===== src/rtl/fifo_wr_arb.sv =====
// Round-robin arbiter that shares one FIFO write port among NUM_REQ requesters.
// Each grant covers a burst of up to BURST_LEN beats, and at least one idle cycle separates consecutive bursts.
module fifo_wr_arb #(
  parameter int DATA_WIDTH = 8,
  parameter int NUM_REQ    = 4,
  parameter int BURST_LEN  = 4
) (
  input  logic                          i_clk,
  input  logic                          i_rst_n,
  input  logic                          i_arb_en,
  input  logic [NUM_REQ-1:0]            i_req_vld,
  input  logic [NUM_REQ*DATA_WIDTH-1:0] i_req_data,
  output logic [NUM_REQ-1:0]            o_req_rdy,
  output logic [NUM_REQ-1:0]            o_grant,
  output logic                          o_fifo_wr_en,
  output logic [DATA_WIDTH-1:0]         o_fifo_wr_din,
  input  logic                          i_fifo_full,
  input  logic                          i_fifo_al_full,
  output logic                          o_busy
);

  localparam int PTR_W = (NUM_REQ > 1) ? $clog2(NUM_REQ) : 1;
  localparam int CNT_W = $clog2(BURST_LEN) + 1;
  localparam logic [CNT_W-1:0] LAST_BEAT = CNT_W'(BURST_LEN - 1);
  localparam logic [PTR_W-1:0] LAST_REQ  = PTR_W'(NUM_REQ - 1);

  typedef enum logic {
    IDLE,
    GRANT
  } state_t;

  state_t               r_state;
  state_t               w_state_nxt;
  logic [NUM_REQ-1:0]   r_grant;
  logic [NUM_REQ-1:0]   w_grant_nxt;
  logic [PTR_W-1:0]     r_rr_ptr;
  logic [PTR_W-1:0]     w_rr_ptr_nxt;
  logic [PTR_W-1:0]     r_gidx;
  logic [PTR_W-1:0]     w_gidx_nxt;
  logic [PTR_W-1:0]     w_gidx_inc;
  logic [PTR_W-1:0]     w_win_idx;
  logic                 w_win_found;
  logic [CNT_W-1:0]     r_beat_cnt;
  logic [CNT_W-1:0]     w_beat_cnt_nxt;
  logic [NUM_REQ-1:0]   w_req_act;
  logic                 w_owner_vld;
  logic                 w_xfer;

  assign w_req_act    = r_grant & i_req_vld;
  assign w_owner_vld  = |w_req_act;
  assign w_xfer       = w_owner_vld & ~i_fifo_full;
  assign w_gidx_inc   = (r_gidx == LAST_REQ) ? '0 : r_gidx + PTR_W'(1);

  assign o_grant      = r_grant;
  assign o_busy       = (r_state == GRANT);
  assign o_fifo_wr_en = w_xfer;
  assign o_req_rdy    = i_fifo_full ? '0 : w_req_act;

  // Scan downward so the smallest offset from r_rr_ptr is written last and wins.
  always_comb begin
    w_win_found = 1'b0;
    w_win_idx   = '0;
    for (int k = NUM_REQ - 1; k >= 0; k--) begin
      if (i_req_vld[PTR_W'((int'(r_rr_ptr) + k) % NUM_REQ)]) begin
        w_win_found = 1'b1;
        w_win_idx   = PTR_W'((int'(r_rr_ptr) + k) % NUM_REQ);
      end
    end
  end

  always_comb begin
    o_fifo_wr_din = '0;
    for (int i = 0; i < NUM_REQ; i++) begin
      if (r_grant[i]) begin
        o_fifo_wr_din = o_fifo_wr_din | i_req_data[i*DATA_WIDTH +: DATA_WIDTH];
      end
    end
  end

  always_comb begin
    w_state_nxt    = r_state;
    w_grant_nxt    = r_grant;
    w_rr_ptr_nxt   = r_rr_ptr;
    w_gidx_nxt     = r_gidx;
    w_beat_cnt_nxt = r_beat_cnt;
    case (r_state)
      IDLE: begin
        if (i_arb_en && w_win_found && !i_fifo_al_full) begin
          w_state_nxt    = GRANT;
          w_grant_nxt    = NUM_REQ'(1) << w_win_idx;
          w_gidx_nxt     = w_win_idx;
          w_beat_cnt_nxt = '0;
        end
      end
      GRANT: begin
        if (w_xfer) begin
          w_beat_cnt_nxt = r_beat_cnt + CNT_W'(1);
        end
        // A stalled beat (fifo_full) keeps the burst alive; only a dropped valid or the last beat ends it.
        if (!w_owner_vld || (w_xfer && (r_beat_cnt == LAST_BEAT))) begin
          w_state_nxt  = IDLE;
          w_grant_nxt  = '0;
          w_rr_ptr_nxt = w_gidx_inc;
        end
      end
      default: begin
        w_state_nxt = IDLE;
        w_grant_nxt = '0;
      end
    endcase
  end

  always_ff @(posedge i_clk or negedge i_rst_n) begin
    if (!i_rst_n) begin
      r_state    <= IDLE;
      r_grant    <= '0;
      r_rr_ptr   <= '0;
      r_gidx     <= '0;
      r_beat_cnt <= '0;
    end else begin
      r_state    <= w_state_nxt;
      r_grant    <= w_grant_nxt;
      r_rr_ptr   <= w_rr_ptr_nxt;
      r_gidx     <= w_gidx_nxt;
      r_beat_cnt <= w_beat_cnt_nxt;
    end
  end

endmodule


===== config.mk =====
export PLATFORM = sky130hd
export DESIGN_NAME = fifo_wr_arb
export DESIGN_NICKNAME = d
export VERILOG_FILES = /design/src/rtl/fifo_wr_arb.sv
export SDC_FILE = /design/constraint.sdc
export NUM_CORES = 1
export LEC_CHECK = 0
export BUFFER_PORTS_ARGS = -buffer_cell sky130_fd_sc_hd__buf_2
export CAP_MARGIN = 40
export CORE_MARGIN = 8
export CORE_UTILIZATION = 42
export DETAILED_ROUTE_END_ITERATION = 16
export PLACE_DENSITY = 0.81
export SLEW_MARGIN = 20
export SYNTH_ARGS = -nofsm -noshare
export SYNTH_HDL_FRONTEND = slang
export SYNTH_SLANG_ARGS = --single-unit
export TNS_END_PERCENT = 1

===== constraint.sdc =====
create_clock -name i_clk -period 3 [get_ports i_clk]
set_input_delay 0.15 -clock i_clk [delete_from_list [all_inputs] [get_ports i_clk]]
set_output_delay 0.15 -clock i_clk [all_outputs]
set_load 0.05 [all_outputs]

==> metrics.cfg, run 1 <==
[pwr]
power_frac_seq_pct = 27.1
power.internal_uw = 488
ir_worst_vdd_mv = 0.533
clockPowerShare_pct = 8.3
combPwrFrac_pct = 64.6
switchingPower_uw = 685
swShare_pct = 58.4
p_leak_uw = 0.000657
p_per_area_nw_per_um2 = 990

[yosys]
yosysUniqueCellTypes = 26
seq_area_frac_synth_pct = 34.7
syn_area_um2 = 866
yosysWarnings = 0
synthCells = 99
synthesis.nets = 143
synth_area_per_cell_um2 = 8.75
synth_seq_cells = 12

[clock_network]
h-tree-depth = 1
worstSkewPairLatency_ns = 0.27
worst_setup_hold_path_clk_slew_ns = 0.07
cts-root-buf = clkbuf_4
max-clock-path-buffers = 2
cts_made_buffers = 3
cts_sinks = 12
cts_tree = yes

[setup_path]
end_kind = output port
rr_startpoint = o_grant[0]
worst_ep_required_time_ns = 2.85
start_kind = flip-flop
arrival_ns = 1.54
reg2reg_to = r_rr_ptr[1]
cp_max_fo = 12
critPathKind = flip-flop to output port
reg2reg_depth = 4
rrSetupSlack_ns = 1.32

[layout]
fillers = 175
fin_area_um2 = 1180
layout_commonest_cell = buf_2
multi_input_area_um2 = 517
diodes = 0
seq_area_um2 = 300
layout.nets = 202
area_growth_pct = 36.9
layout_common_cells = buf_2, nand2_1, a22oi_1
final_layout_size_suffix_gt1_share_pct = 43.6

[detailed_routing]
drc_errors = 0
via_per_inst = 5.34
dr_total_vias = 977
ant_nets = 0
first_iter_violations = 44
routed_wl_um = 2740
post_drt_wl_per_cell_um = 15.0
drtPass1Iterations = 4

[sta]
rsz0062_at_grt = no
slew_headroom_pct = 71.3
tns_ns = 0
slew_viol_final = 0
finalHoldViolations = 0
worstMarginPinSlew_ns = 0.427
max_freq_mhz = 593
period_share_pct = 56.2
layout_min_cycle_time_ns = 1.69
setup_viol = 0
fin_worst_skew_ns = 0.000854

[global_routing]
antenna_found_initial = 0
grt_max_degree = 15
grt_usage_pct = 13.7
grt_pass1_wl_um = 3980
grt_pass1_vias = 930
overflow = 0

[floorplan]
pin_count = 59
start_util_pct = 44.1
core_um2 = 1960
die_area_um2 = 3770
rows = 16
dieHeight_um = 61.4
dieWidth_um = 61.4

[run]
maxCapViolations = 0

[worst_hold_path]
hold_path_end = o_busy
min-delay-start = i_arb_en
hp-class = input port to flip-flop
hold_depth = 3

[place]
hpwlAfterDp_um = 2230
gp_congestion = 0.769
port_buffers = 58
dpl-instance-area_um2 = 1150

[outcome]
status = finished, final reports clean

## power groups by stage
stage               clock, uW  sequential [uW]  combinational (uW)
floorplan                   0              342                 562
global placement            0              312                 751
detailed placement          0              321                 760
CTS                      99.4              317                 764
global route              107              332                 810
finish                   97.6              318                 757
## repair_timing
action                                 4_1_cts  5_1_grt
resized for setup                            0        0
endpoints found under the hold margin       12        0
hold buffers                                 1        0
buffers inserted                             0        0
## state kept, by name, indices dropped and copies added, names as in the netlist
name / flops
o_busy: 1
r_rr_ptr: 2
r_beat_cnt: 3
r_gidx: 2
o_grant: 4
## synth_stat cells
library cell  count  area (um^2)
inv_1             2         7.51
dfrtp_1          12          300
or3_4             1         11.3
nand2_1          23         86.3
nand2b_1          2         12.5
a21o_1            1         7.51
nor3_2            1         10.0
buf_2             2         10.0
ha_1              3         37.5
a311oi_1          1         8.76
a21oi_1           4         20.0
inv_2             1         3.75
or4_4             1         11.3
nand3_4           1         17.5
a32o_1            2         20.0
o211a_1           1         10.0
nor2b_1           3         18.8
clkbuf_1          2         7.51
nor2_1            8         30.0
nor3_1            1         5.00
o32ai_1           2         17.5
mux2_2            2         22.5
o21ai_1           1         5.00
a22oi_1          18          135
buf_12            1         20.0
mux2i_1           3         30.0
## critical path: stages, from the launching register on
cell and delay (ns):
dfrtp_1 0.57, a22oi_1 0.17, a21oi_1 0.22, buf_2 0.30
## logic make-up (layout without fill, tap and decap cells)
group / count (synthesis) / count (layout) / synth area share (%)
mux: 5 / 5 / 6.07
buf+inv: 8 / 65 / 5.64
flops: 12 / 12 / 34.7
compound gates: 30 / 30 / 25.9
simple gates: 41 / 41 / 23.4
fa+ha+maj: 3 / 3 / 4.34
## routing by layer
metal | up-vias | wire length (um) | GRT usage, %
met1 | 447 | 1010 | 15.9
met2 | 46 | 1260 | 23.1
met5 | - | 0 | 0
met3 | 4 | 442 | 4.38
met4 | 0 | 34 | 4.87
li1 | 480 | - | -
## per-stage QoR
step                      util (%)  power [uW]  std cells  setup slack [ns]  hold slack, ns
final                         60.4        1170        183              1.31           0.241
after global routing          60.4        1250        183              1.16           0.250
after CTS                     60.4        1180        183              1.31           0.242
after detailed placement      58.7        1080        179              1.32          0.0427
after global placement        58.7        1060        179              1.39          0.0369
after floorplan                  -         903         99             0.772          -0.146
## cell type report
class,count,area share [%]
repair buffers,59,25.3
well taps,27,2.85
inverters,3,0.950
flip-flops and latches,12,25.3
clock buffers,3,1.90
multi-input cells,79,43.6
## worst max path at each step
stage	cells after the start	endpoint	slack, ns	from
floorplan	4	r_beat_cnt[0]	0.77	o_grant[1]
global placement	4	r_rr_ptr[1]	1.39	o_grant[0]
detailed placement	4	r_rr_ptr[1]	1.32	o_grant[0]
CTS	3	o_fifo_wr_en	1.31	o_grant[1]
global route	4	r_rr_ptr[1]	1.16	o_grant[0]
finish	3	o_fifo_wr_en	1.31	o_grant[1]
No activity file was read; power rests on OpenSTA's default activity.
==> run 2: changes to the inputs <==
Settings changed: ABC_AREA set to 1, CORE_UTILIZATION 42 to 39, PLACE_DENSITY 0.81 to 0.75.
Clock period 3 ns to 1.4 ns, I/O delays scaled along.
==> run 2 against run 1 <==
Compared with the run above: the flow now finishes with violations (negative setup slack); cell area rose by 32%; sequential share of layout area fell by 5.6 points; utilization up 2.6 points; final cell count up 46%; clock skew rose by 0.0036 ns; critical endpoint is now o_grant[3]; largest power group unchanged; highest routed layer unchanged.
==> metrics.cfg, run 2 <==
[global_routing]
overflow = 0  ; unchanged
antenna_found_initial = 0  ; unchanged
grt_usage_pct = 14.1  ; +0.33 points
grt_pass1_wl_um = 5180  ; +30%
grt_max_degree = 13  ; -2
grt_pass1_vias = 1176  ; +26%

[yosys]
synth_compound_area_share_pct = 5.64  ; -20 points
yosysTopAreaCellShare_pct = 32.0  ; -2.7 points
synthCells = 168  ; +70%
synth_top_cell_by_area = nand2_1
yosysWarnings = 0  ; unchanged
synth_async_sr_flop_share_pct = 100  ; unchanged
synth_enable_flop_cells = 0  ; unchanged
synth.top_cells.by_area = nand2_1, dfrtp_1, nand4_1
synth_top_family_by_area = simple AND/OR/NAND/NOR gates
synthMuxAreaShare_pct = 0  ; -6.1 points
ys.flop_type = dfrtp_1
yosysUniqueCellTypes = 21  ; -19%
synth_seq_cells = 12  ; unchanged
seq_area_frac_synth_pct = 29.4  ; -5.3 points
synthAdderAreaFrac_pct = 3.68  ; -0.66 points
yosysMostFrequentCell = nand2_1
yosys.area_share.xor_xnor_pct = 0  ; unchanged
syn_area_um2 = 1020  ; +18%
synth_simple_gate_area_share_pct = 51.2  ; +28 points
yosys-top-cells-count = nand2_1, inv_1, dfrtp_1, nand4_1
synth_area_per_cell_um2 = 6.08  ; -31%
synthesis.nets = 212  ; +48%

[worst_hold_path]
hp-class = input port to asynchronous set/reset pin

[floorplan]
rows = 18  ; +2
core_um2 = 2480  ; +26%
die_area_um2 = 4510  ; +20%
dieHeight_um = 67.2  ; +9.4%
start_util_pct = 41.2  ; -2.9 points
pin_count = 59  ; unchanged
dieWidth_um = 67.2  ; +9.4%

[clock_network]
worstSkewPairLatency_ns = 0.27  ; about the same
cts-root-buf = clkbuf_4
cts_tree = yes
cts_made_buffers = 3  ; unchanged
cts_sinks = 12  ; unchanged
h-tree-depth = 1  ; unchanged
worst_setup_hold_path_clk_slew_ns = 0.08  ; about the same
max-clock-path-buffers = 2  ; unchanged

[layout]
layout.nets = 282  ; +40%
largest_reg_flops = 4  ; unchanged
layout_common_cells = nand2_1, buf_2, nand2_2
stdcell_count = 267  ; +46%
fillers = 243  ; +39%
diodes = 0  ; unchanged
final_layout_size_suffix_gt1_share_pct = 51.1  ; +7.5 points
area_growth_pct = 52.9
layout_commonest_cell = nand2_1

[setup_path]
reg2reg_to = o_grant[3]
path_cells = clkinv_4 > nand2_1 > nand2_2 > nand2_2 > nand2_4 > nor2_4 > a21oi_4 > inv_4 > nand3_2 > nand2_1
rrSetupSlack_ns = -0.15  ; -1.47 ns
worst_ep_required_time_ns = 1.56  ; -1.29 ns
rr_startpoint = r_rr_ptr[0]
end_kind = flip-flop
path_depth = 10  ; +7
max_stage_delay_ns = 0.47  ; -0.10 ns
critPathKind = flip-flop to flip-flop
start_kind = flip-flop
cp_max_fo = 8  ; -4
cp_num_buf_inv = 2  ; +1
critPathSlowestCell = dfrtp_2
arrival_ns = 1.72  ; +0.18 ns
reg2reg_depth = 10  ; +6
crit_family = simple AND/OR/NAND/NOR gates

[sta]
rsz0062_at_grt = yes
fin_worst_skew_ns = 0.00442  ; +0.00356 ns
finalHoldViolations = 0  ; unchanged
setup_viol = 10  ; +10
slew_headroom_pct = 80.0  ; +8.7 points
whs_ns = 0.200  ; -0.0415 ns
worst_slack_ns = -0.153  ; -1.47 ns
slew_viol_final = 0  ; unchanged
period_share_pct = 111
max_freq_mhz = 644
worstMarginPinSlew_ns = 0.299  ; -0.129 ns
layout_min_cycle_time_ns = 1.55

[detailed_routing]
post_drt_wl_per_cell_um = 12.4  ; -17%
routed_wl_um = 3310  ; +21%
dr_total_vias = 1277  ; +31%
drtPass1Iterations = 4  ; unchanged
via_per_inst = 4.78  ; -10%
ant_nets = 0  ; unchanged
first_iter_violations = 89  ; +100%
drc_errors = 0  ; unchanged

[place]
port_buffers = 58  ; unchanged
dp_slack_ns = -0.156  ; -1.48 ns
dp.cells = 259  ; +45%
hpwlAfterDp_um = 2550  ; +14%
gp_congestion = 0.811  ; +5.4%

[outcome]
violations = negative setup slack
status = finished, violations left

[pwr]
p_leak_uw = 0.000882  ; +34%
p_per_area_nw_per_um2 = 2650  ; +170%
ir_worst_vdd_mv = 1.73  ; +220%

[run]
maxCapViolations = 0  ; unchanged

[run 2: metal layers]
layer / share of wire (%) / up-vias / track usage [%]
met5: 0 / - / 0
met4: 0.88 / 0 / 3.92
met3: 9.3 / 4 / 3.81
met2: 52 / 42 / 24.0
met1: 38 / 564 / 16.9
li1: - / 667 / -
[run 2: metrics by stage]
step                total power, uW  util (%)  cell area, um^2  setup TNS, ns
floorplan                      2790         -             1040         -0.121
CTS                            3970      61.1             1510         -0.932
finish                         4140      63.0             1560          -1.25
detailed placement             3480      56.4             1400          -1.29
global placement               3470      56.4             1400          -1.04
global route                   4460      63.0             1560          -2.23
[run 2: timing repair]
action / CTS / global route
pin swaps: 11 / 8
hold endpoints to repair: 12 / 0
buffers inserted: 2 / 1
resized for setup: 20 / 15
hold buffers: 1 / 0
cloned: 0 / 0
setup endpoints to repair: 10 / 13
[run 2: worst max-delay path by stage]
stage,slack [ns],end,start
6_report,-0.15,o_grant[3],r_rr_ptr[0]
5_1_grt,-0.24,r_gidx[0],r_rr_ptr[0]
4_1_cts,-0.12,o_grant[3],r_rr_ptr[0]
3_5_place_dp,-0.16,o_grant[3],r_rr_ptr[0]
3_3_place_gp,-0.14,o_grant[3],r_rr_ptr[0]
2_1_floorplan,-0.05,r_beat_cnt[0],o_grant[0]
[run 2: area by class of cell]
cell class / instances / area, um^2 / share of cell area [%]
Multi-Input combinational cell: 134 / 722 / 46.2
Clock buffer: 4 / 36.3 / 2.32
Sequential cell: 12 / 308 / 19.7
Tap cell: 30 / 37.5 / 2.40
Inverter: 17 / 71.3 / 4.57
Timing Repair Buffer: 70 / 387 / 24.8
[run 2: power by group]
group | internal, uW | total [uW] | switching (uW)
combinational | 974 | 3250 | 2280
clock | 158 | 271 | 113
sequential | 491 | 620 | 129
total | 1620 | 4140 | 2520
[run 2: worst register-to-register path, cell delays in order, from the launching register on]
cell and delay (ns):
dfrtp_2 0.47, clkinv_4 0.10, nand2_1 0.06, nand2_2 0.09, nand2_2 0.09, nand2_4 0.09
nor2_4 0.04, a21oi_4 0.27, inv_4 0.11, nand3_2 0.07, nand2_1 0.05
[run 2: kinds of logic after synthesis]
group	after synthesis
simple gates	123
buf+inv	22
flops	12
compound gates	8
fa+ha+maj	3
==> run 3: changes to the inputs <==
Settings changed: ABC_AREA 1 to 0, CORE_UTILIZATION 39 to 37, PLACE_DENSITY 0.75 to 0.76.
==> run 3 against run 2 <==
Compared with the run above: the run still ends with negative setup slack left; count of clock-buffer cells in the layout is the same; largest cell class unchanged; sequential share of layout area rose by 0.57 points; worst setup slack gained 0.064 ns; critical path depth fell by 4; highest routed layer unchanged; critical endpoint is now r_rr_ptr[0].
==> metrics.cfg, run 3 (synthesis gave the netlist of run 1 again) <==
[layout]
final_layout_size_suffix_gt1_share_pct = 64.2  ; +13 points
layout_common_cells = buf_2, nand2_1, buf_4
multi_input_area_um2 = 656  ; -9.2%
layout_commonest_cell = buf_2
area_growth_pct = 73.8
layout.nets = 218  ; -23%
largest_reg_flops = 4  ; unchanged
diodes = 0  ; unchanged
fillers = 169  ; -30%
seq_area_um2 = 305  ; -0.81%
fin_area_um2 = 1510  ; -3.6%

[sta]
slew_viol_final = 0  ; unchanged
layout_min_cycle_time_ns = 1.49  ; -0.0640 ns
finalHoldViolations = 0  ; unchanged
period_share_pct = 106  ; -4.6 points
setup_viol = 3  ; -7
max_freq_mhz = 672  ; +4.3%
worstMarginPinSlew_ns = 0.412  ; +0.114 ns
rsz0062_at_grt = yes
fin_worst_skew_ns = 0.00200  ; -0.00242 ns
slew_headroom_pct = 72.3  ; -7.7 points
tns_ns = -0.206  ; +1.04 ns
worst_slack_ns = -0.0890  ; +0.0640 ns

[setup_path]
critPathSlowestCell = dfrtp_1
arrival_ns = 1.65  ; -0.07 ns
worst_ep_required_time_ns = 1.56  ; about the same
rrSetupSlack_ns = -0.09  ; +0.06 ns
startpoint = r_beat_cnt[0]
cp_max_fo = 3  ; -5
reg2reg_depth = 6  ; -4
critPathKind = flip-flop to flip-flop
path_cells = ha_2 > ha_4 > nor2b_4 > a21oi_4 > nor2b_4 > mux2_4
max_stage_delay_ns = 0.39  ; -0.08 ns
end_kind = flip-flop
rr_startpoint = r_beat_cnt[0]
start_kind = flip-flop
reg2reg_to = r_rr_ptr[0]
cpMostUsedCell = nor2b_4

[worst_hold_path]
hold_depth = 3
hold_path_end = o_grant[1]
min-delay-start = i_arb_en
hp-class = input port to flip-flop

[clock_network]
max-clock-path-buffers = 2  ; unchanged
h-tree-depth = 1  ; unchanged
worst_setup_hold_path_clk_slew_ns = 0.08  ; about the same
cts-root-buf = clkbuf_4
cts_made_buffers = 3  ; unchanged
cts_sinks = 12  ; unchanged
cts_tree = yes
worstSkewPairLatency_ns = 0.27  ; about the same

[place]
dp_slack_ns = -0.116  ; +0.0397 ns
gp_congestion = 0.849  ; +4.8%
port_buffers = 58  ; unchanged
hpwlAfterDp_um = 2550  ; about the same
dpl-instance-area_um2 = 1290  ; -7.5%

[floorplan]
dieWidth_um = 64.4  ; -4.2%
dieHeight_um = 64.4  ; -4.2%
rows = 17  ; -1
die_area_um2 = 4140  ; -8.1%
pin_count = 59  ; unchanged
start_util_pct = 39.1  ; -2.1 points
core_um2 = 2210  ; -11%

[pwr]
p_per_area_nw_per_um2 = 2140  ; -19%
p_leak_uw = 0.000762  ; -14%
power_uw = 3220  ; -22%
ir_worst_vdd_mv = 1.28  ; -26%

[global_routing]
grt_pass1_vias = 1147  ; -2.5%
grt_usage_pct = 14.9  ; +0.83 points
grt.met1_usage_pct = 16.6  ; -0.34 points
grt_busiest_layer = met2
grt_pass1_wl_um = 5110  ; -1.3%
overflow = 0  ; unchanged
grtUsageMet2_pct = 24.6  ; +0.58 points
grt_max_degree = 13  ; unchanged
met3_usage_pct = 6.10  ; +2.3 points
antenna_found_initial = 0  ; unchanged

[detailed_routing]
routed_wl_um = 3210  ; -3.1%
ant_nets = 0  ; unchanged
first_iter_violations = 49  ; -45%
post_drt_wl_per_cell_um = 16.0  ; +29%
drc_errors = 0  ; unchanged
via_per_inst = 5.34  ; +12%
dr_total_vias = 1074  ; -16%
drtPass1Iterations = 4  ; unchanged

[run]
maxCapViolations = 0  ; unchanged

[outcome]
status = finished, violations left
violations = negative setup slack

==> run 3: cell count changes in the layout (fill, tap and decap cells not counted), moves of 4 or more <==
cell | before | now
inv_1 | 13 | 2
buf_6 | 1 | 9
nand4_1 | 11 | 0
a22oi_1 | 0 | 9
nand2_1 | 68 | 21
a22oi_2 | 0 | 9
nand2_2 | 20 | 2
buf_2 | 58 | 51
nand3_2 | 4 | 0
nand3_1 | 5 | 0
buf_4 | 10 | 14
==> run 3: area by class of cell <==
cell class	instances	area share, %
Inverter	3	0.748
Tap cell	28	2.33
Clock buffer	4	1.75
Timing Repair Buffer	75	31.3
Multi-Input combinational cell	79	43.6
Sequential cell	12	20.3
==> run 3: routing by layer <==
layer / up-vias / wire, um
li1: 516 / -
met1: 499 / 1370
met2: 53 / 1500
met3: 6 / 307
met4: 0 / 38
met5: - / 0
==> run 3: how the worst max path moves through the flow <==
| stage | endpoint | slack, ns |
|---|---|---|
| after floorplan | o_req_rdy[0] | -0.13 |
| after global placement | r_rr_ptr[1] | -0.05 |
| after global routing | r_rr_ptr[0] | -0.15 |
| after detailed placement | r_rr_ptr[1] | -0.12 |
| final | r_rr_ptr[0] | -0.09 |
| after CTS | r_rr_ptr[1] | -0.1 |
==> run 3: report_power, final <==
part	switching (uW)	total [uW]	internal, uW
combinational	1470	2420	952
sequential	98.2	575	476
clock	114	225	110
total	1680	3220	1540
==> run 3: worst max-delay path: cells and delay by family, from the launching register on <==
family	cells	cell delay (ns)
flops	1	0.39
fa+ha+maj	2	0.35
mux	1	0.29
compound gates	1	0.16
simple gates	2	0.19
==> run 3: timing repair <==
action | in CTS | in global routing
endpoints found under the hold margin | 12 | 0
gates cloned | 0 | 0
resized for setup | 15 | 22
endpoints found under the setup margin | 13 | 18
buffers inserted | 2 | 1
hold buffers | 1 | 0
==> run 3: per-stage QoR <==
stage | hold WS [ns] | util, % | instances
4_1_cts | 0.146 | 63.2 | 200
3_5_place_dp | -0.0388 | 58.4 | 193
3_3_place_gp | -0.0478 | 58.4 | 193
6_report | 0.150 | 68.0 | 201
2_1_floorplan | -0.226 | - | 99
5_1_grt | 0.161 | 68.0 | 201
